### config.mk
export PLATFORM = sky130hd
export DESIGN_NAME = control_responder
export DESIGN_NICKNAME = d
export VERILOG_FILES = /design/src/rtl/control_responder.sv
export SDC_FILE = /design/constraint.sdc
export NUM_CORES = 1
export LEC_CHECK = 0
export ABC_AREA = 0
export CAP_MARGIN = 20
export CORE_MARGIN = 4
export CORE_UTILIZATION = 44
export CTS_CLUSTER_SIZE = 8
export DETAILED_ROUTE_END_ITERATION = 16
export GPL_TIMING_DRIVEN = 0
export SYNTH_ARGS = -nofsm -noshare
export SYNTH_HDL_FRONTEND = slang
export SYNTH_SLANG_ARGS = --single-unit
export TNS_END_PERCENT = 30
### constraint.sdc
create_clock -name clk -period 7.8 [get_ports clk]
set_input_delay 1.56 -clock clk [delete_from_list [all_inputs] [get_ports clk]]
set_output_delay 1.56 -clock clk [all_outputs]
set_load 0.05 [all_outputs]
### src/rtl/control_responder.sv
// -----------------------------------------------------------------------------
// control_responder
//   Strobe-sequenced unsigned multiplier. A sequencer loads operand A (sel1),
//   then operand B (sel2), then requests the product (mux1). Any out-of-order
//   or overlapping strobe sets a sticky error flag and abandons the operation.
//
// Ports
//   clk     in   1    clock, rising edge
//   rst     in   1    synchronous reset, active low
//   sel1    in   1    load operand A from din
//   sel2    in   1    load operand B from din
//   mux1    in   1    latch A*B into result
//   din     in   W    shared operand bus
//   result  out  2W   registered unsigned product
//   done    out  1    one-cycle pulse when result updates
//   busy    out  1    operation in progress (A or A+B held)
//   err     out  1    sticky protocol-violation flag
//   count   out  8    completed operations, wraps at 256
// -----------------------------------------------------------------------------
module control_responder #(
    parameter int W = 8
) (
    input  logic           clk,
    input  logic           rst,
    input  logic           sel1,
    input  logic           sel2,
    input  logic           mux1,
    input  logic [W-1:0]   din,
    output logic [2*W-1:0] result,
    output logic           done,
    output logic           busy,
    output logic           err,
    output logic [7:0]     count
);

    typedef enum logic [1:0] {
        IDLE   = 2'd0,
        HAVE_A = 2'd1,
        HAVE_B = 2'd2
    } state_t;

    state_t         state_q, state_d;
    logic [W-1:0]   a_q, a_d;
    logic [W-1:0]   b_q, b_d;
    logic [2*W-1:0] result_q, result_d;
    logic           done_q, done_d;
    logic           err_q, err_d;
    logic [7:0]     count_q, count_d;

    logic [1:0]     nstrb;
    logic           exp_strb;

    assign nstrb = {1'b0, sel1} + {1'b0, sel2} + {1'b0, mux1};

    always_comb begin
        state_d  = state_q;
        a_d      = a_q;
        b_d      = b_q;
        result_d = result_q;
        done_d   = 1'b0;
        err_d    = err_q;
        count_d  = count_q;
        exp_strb = 1'b0;

        case (state_q)
            IDLE:    exp_strb = sel1;
            HAVE_A:  exp_strb = sel2;
            HAVE_B:  exp_strb = mux1;
            default: exp_strb = 1'b0;
        endcase

        if (state_q != IDLE && state_q != HAVE_A && state_q != HAVE_B) begin
            // Unreachable encoding: recover silently, outputs untouched.
            state_d = IDLE;
        end else if (nstrb == 2'd0) begin
            // hold
        end else if (nstrb == 2'd1 && exp_strb) begin
            case (state_q)
                IDLE: begin
                    a_d     = din;
                    state_d = HAVE_A;
                end
                HAVE_A: begin
                    b_d     = din;
                    state_d = HAVE_B;
                end
                default: begin
                    // Widen both operands so the product keeps all 2W bits.
                    result_d = {{W{1'b0}}, a_q} * {{W{1'b0}}, b_q};
                    done_d   = 1'b1;
                    count_d  = count_q + 8'd1;
                    state_d  = IDLE;
                end
            endcase
        end else begin
            // Overlapping or out-of-order strobe: abandon, no loads.
            err_d   = 1'b1;
            state_d = IDLE;
        end
    end

    always_ff @(posedge clk) begin
        if (!rst) begin
            state_q  <= IDLE;
            a_q      <= '0;
            b_q      <= '0;
            result_q <= '0;
            done_q   <= 1'b0;
            err_q    <= 1'b0;
            count_q  <= '0;
        end else begin
            state_q  <= state_d;
            a_q      <= a_d;
            b_q      <= b_d;
            result_q <= result_d;
            done_q   <= done_d;
            err_q    <= err_d;
            count_q  <= count_d;
        end
    end

    assign result = result_q;
    assign done   = done_q;
    assign busy   = (state_q == HAVE_A) || (state_q == HAVE_B);
    assign err    = err_q;
    assign count  = count_q;

endmodule

# [Yosys cells after proc, flatten, opt, wreduce, memory -nomap -nowiden]
# Cells that the tools add are included.
[word_totals] reg_bits=44 in_bits=13 out_inout_bits=27 wordCells=39
[classes] addsub=3 mul=1 n_eq_ne=5 n_mux=4 bitwise=5 n_reduce_logical=14
[ops] op="multiplier 8 x 8 -> 16 bit" count=1
[ops] op="AND reduction 4 bit" count=3
[ops] op="adder 8 x 1 -> 8 bit, second input constant" count=1
[ops] op="inverter 1 bit" count=5
[ops] op="== test 2 x 1 -> 1 bit, second input constant" count=2
[ops] op="zero test 2 bit" count=2
[ops] op="case mux 2 bit (2 select lines)" count=1
[ops] op="OR reduction 2 bit" count=2
[ops] op="OR reduction 4 bit" count=1
[ops] op="logical AND 1 bit" count=3
[ops] op="case mux 1 bit (3 select lines)" count=1
[ops] op="AND reduction 3 bit" count=1
[ops] op="adder 1 x 1 -> 2 bit" count=1
[ops] op="adder 2 x 1 -> 2 bit" count=1
[ops] op="== test 2 bit, second input constant" count=1
[ops] op="2-to-1 mux 2 bit" count=1
[ops] op="!= test 2 x 1 -> 1 bit, second input constant" count=1
[ops] op="!= test 2 bit, second input constant" count=1
[ops] op="nonzero test 2 bit" count=1
[ops] op="logical OR 1 bit" count=1
[ops] op="2-to-1 mux 1 bit" count=1

# [Logic depth before layout (Yosys ltp)]
[depth] ltp_word=6 ltp_mapped=16 depth_no_buf=16

# [Worst setup path before layout]
# Ideal clock, no wire load.
[synth_path] kind="register to register" startpoint="reg a_q[2]" endpoint="reg result_q[15] (netlist: result[15])" setup_ns=0.122 arrival_time_ns=3.814 required_ns=7.678 slack_ns=3.864 stages_incl_launch_ff=15 path_buffers=0 period_less_slack_ns=3.936 cell_sequence="dfxtp_1 > and2_1 > fa_1 > fa_1 > fa_1 > inv_1 > fa_1 > inv_1 > ha_1 > nand2_1 > or3_1 > a31oi_1 > o22ai_1 > xnor2_1 > a21oi_1"
[synth_between] elab_chain_len=1
[synth_lines] element="start: declaration" line="43" source="logic [W-1:0] a_q, a_d;"
[synth_lines] element="start signal: assignment" line="105" source="a_q <= '0;"
[synth_lines] element="start signal: assignment" line="113" source="a_q <= a_d;"
[synth_lines] element="multiplier 8 x 8 -> 16 bit" line="89" source="result_d = {{W{1'b0}}, a_q} * {{W{1'b0}}, b_q};"
[synth_lines] element="end signal: assignment" line="115" source="result_q <= result_d;"
[synth_lines] element="end: declaration" line="45" source="logic [2*W-1:0] result_q, result_d;"
# Every way passes these cells.
# A chain may end at the register's enable or synchronous reset.

# [Worst setup path in the final report]
[layout_path] startpoint="reg a_q[0]" endpoint="reg result_q[13] (netlist: result[13])"
# Same word-level chain as after synthesis.

==> flow_metrics.env <==
export IMPL_outcome="complete, no violations"
export IMPL_crit_type="flip-flop to flip-flop"
export IMPL_fin_crit_ps=4400
export IMPL_r2r_end="result[13]"
export IMPL_grt_pass1_vias=3116
export IMPL_dr_pass1_iters=6
export IMPL_rows=33
export IMPL_utilization_pct=52.9
export IMPL_min_path_type="flip-flop to flip-flop"
export IMPL_worst_path_buf_inv=3
export IMPL_nets=572
export IMPL_fillers=797
export IMPL_cp_common_cell="fa_1"
export IMPL_drive_above_1_share_pct=3.12
export IMPL_slowest_stage="dfxtp_1"
export IMPL_synthFlopType="dfxtp_1"
export IMPL_cellPowerDensity_nw_per_um2=93.8
export IMPL_crit_required_ps=7990
export IMPL_synth_area_per_cell_sq_um=8.76
export IMPL_htree_levels=2
export IMPL_totalNegativeSetupSlack_ps=0
export IMPL_cts_tree="built"
export IMPL_comb_power_share_pct=8.9
export IMPL_max_slew_margin_pct=62.5
export IMPL_finalCritPeriodShare_pct=56.4
export IMPL_critical_path_peak_fanout=9
export IMPL_initial_core_util_pct=45.7
export IMPL_yosysTopAreaCell="dfxtp_1"
export IMPL_place_inst=579
export IMPL_io_buffers=39
export IMPL_clk_pin_slew_ps=90
export IMPL_yosys_top_cells_area="dfxtp_1, fa_1, ha_1"
export IMPL_startpoint_type="flip-flop"
export IMPL_seq_area_frac_synth_pct=23.1
export IMPL_grt_pass1_wl_mm=15.0
export IMPL_synthCells=435
export IMPL_grtUsageTotal_pct=18.3
export IMPL_die_h_microns=101
export IMPL_crit_chain="nand2_1 -> fa_1 -> fa_1 -> inv_1 -> fa_1 -> inv_1 -> fa_1 -> inv_1 -> ha_1 -> a21oi_1 -> a31oi_1 -> a41oi_1 -> xnor2_1 -> o21ai_0"
export IMPL_rrSetupSlack_ps=3400
export IMPL_yosysMostFrequentCell="inv_1"
export IMPL_wire_per_inst_microns=14.8
export IMPL_clkLatencyLatePin_ps=300
export IMPL_fmax_mhz=227
export IMPL_crit_family="adder cells"
export IMPL_synth_area_sq_um=3810
export IMPL_areaGrowthSynthToFinish_pct=15.8
export IMPL_p_seq_share_pct=57.1
export IMPL_gr_total_overflow=0
export IMPL_skew_ps=7.56
export IMPL_core_area_sq_um=8340
export IMPL_worstMarginPinSlew_ps=562
export IMPL_arrival_ps=4590
export IMPL_cts_sinks=44
export IMPL_drt_total_wl_mm=8.70
export IMPL_numCtsBuffers=5
export IMPL_swShare_pct=26.3
export IMPL_yosys_top_cells_count="inv_1, and2_1, dfxtp_1"
export IMPL_r2r_start="a_q[0]"
export IMPL_synthArstFlopShare_pct=0
export IMPL_cp_end_kind="flip-flop"
export IMPL_fin_cells=586
export IMPL_syn_nets=526
export IMPL_antenna_cells=0
export IMPL_slew_viol_final=0
export IMPL_cts_path_max_buffers=2
export IMPL_grt_start_max_net_pins=14
export IMPL_antenna_left=0
export IMPL_ctsResizeCount=0
export IMPL_cap_violations=0
export IMPL_crit_cells=14
export IMPL_ys_warn_count=0
export IMPL_cts_hold_buffers=0
export IMPL_ir_drop_v=0.0000679
export IMPL_drcViolationCount=0
export IMPL_synth_cell_types=37
export IMPL_report_final_setup_viol=0
export IMPL_dieArea_sq_um=10200
export IMPL_antenna_found_initial=0
export IMPL_postCtsSetupRepairBufs=0
export IMPL_r2r_cells=14
export IMPL_p_switching_mw=0.109
export IMPL_crit_start="a_q[0]"
export IMPL_netlist_area_leader_share_pct=23.1
export IMPL_leakagePower_nw=2.02
export IMPL_dpl_hpwl_mm=6.84
export IMPL_ys_ff_latch=44
export IMPL_synth_edf_count=0
export IMPL_pin_count=40
export IMPL_drt_iter0_markers=106
export IMPL_vias_per_cell=5.18
export IMPL_num_vias=3033
export IMPL_worstSetupEndpoint="result[13]"
export IMPL_root_buffer="clkbuf_8"
export IMPL_die_w_microns=101
export IMPL_rsz0062_at_grt="no"
export IMPL_slowest_delay_ps=580
export IMPL_p_int_mw=0.305
export IMPL_gp_congestion=0.754
export IMPL_hold_viol_final=0
export IMPL_p_clk_share_pct=34.0
[state kept, by name (all words and copies together) (netlist names)]
| name | flops |
|---|---|
| a_q | 8 |
| err | 1 |
| count | 8 |
| done | 1 |
| state_q | 2 |
| result | 16 |
| b_q | 8 |
[worst min-delay path: cells and delay by family, from the launching register on]
kind / cells / cell delay, ps
AO/OA/AOI/OAI: 1 / 50
AND/OR/NAND/NOR: 1 / 50
flip-flops: 1 / 320
[power groups by stage]
stage          combinational (mW)  clock (mW)  sequential, mW
5_1_grt                    0.0408       0.155           0.237
6_report                   0.0368       0.141           0.236
3_3_place_gp               0.0365           0           0.242
4_1_cts                    0.0372       0.146           0.237
3_5_place_dp               0.0370           0           0.242
2_1_floorplan              0.0199           0           0.240
[layout make-up]
type | count | area [sq um] | area share (%)
buffer | 10 | 47.5 | 1.08
clock inverter | 2 | 12.5 | 0.283
clock buffer | 5 | 68.8 | 1.56
inverter | 66 | 248 | 5.61
timing repair buffer | 39 | 390 | 8.84
multi-input combinational | 315 | 2640 | 59.7
sequential | 44 | 881 | 20.0
tap | 105 | 131 | 2.98
[per-stage QoR]
step | instance area [sq um] | total power, mW | hold slack, ps | setup slack (ps)
after CTS | 4410 | 0.419 | 458 | 3380
final | 4410 | 0.414 | 454 | 3400
after floorplan | 3810 | 0.260 | 504 | 3860
after global placement | 4330 | 0.278 | 440 | 3430
after global routing | 4410 | 0.433 | 482 | 3070
after detailed placement | 4330 | 0.279 | 445 | 3410
[cells in the final DEF (no fill, tap or decap), types with 2 or more instances in the layout]
cell type and count:
clkbuf_8 5, and2_1 54, fa_1 37, nor2_1 35, o211ai_1 3, nand2_1 36
nor3_1 2, a31oi_1 5, mux2i_1 17, and3_1 2, nand4_1 3, o21ai_0 12
clkdlybuf4s50_1 39, xnor2_1 8, a21oi_1 22, nand3_1 10, inv_1 65, ha_1 41
or3_1 5, a211oi_1 4, buf_2 5, clkbuf_1 3, a21o_1 3, dfxtp_1 44
xor2_1 5
[layer usage]
layer	vias to the layer above	GRT usage, %	wire length (microns)	share of wire (%)
met5	-	0	0	0
met1	1497	24.9	4220	49
li1	1487	-	-	-
met3	10	3.11	263	3.0
met4	0	3.07	82	0.94
met2	39	30.9	4130	47
[how the worst min path moves through the flow]
stage           endpoint  depth (start not counted)       from  slack [ps]
2_1_floorplan  result[0]                          2     b_q[0]         500
3_3_place_gp   result[7]                          2  result[7]         440
3_5_place_dp   result[6]                          2  result[6]         450
4_1_cts        result[6]                          2  result[6]         460
5_1_grt        result[2]                          2  result[2]         480
6_report       result[6]                          2  result[6]         450
[kinds of logic (layout without fill, tap and decap cells)]
kind of cell	count (synthesis)	in the layout	share of synthesized area [%]
fa+ha+maj	78	78	32.9
compound gates	55	55	8.57
mux	17	17	4.46
simple gates	152	152	20.2
xor+xnor	13	13	2.99
buf+inv	76	122	7.75
flops	44	44	23.1
Power figures use the tool's default switching activity.
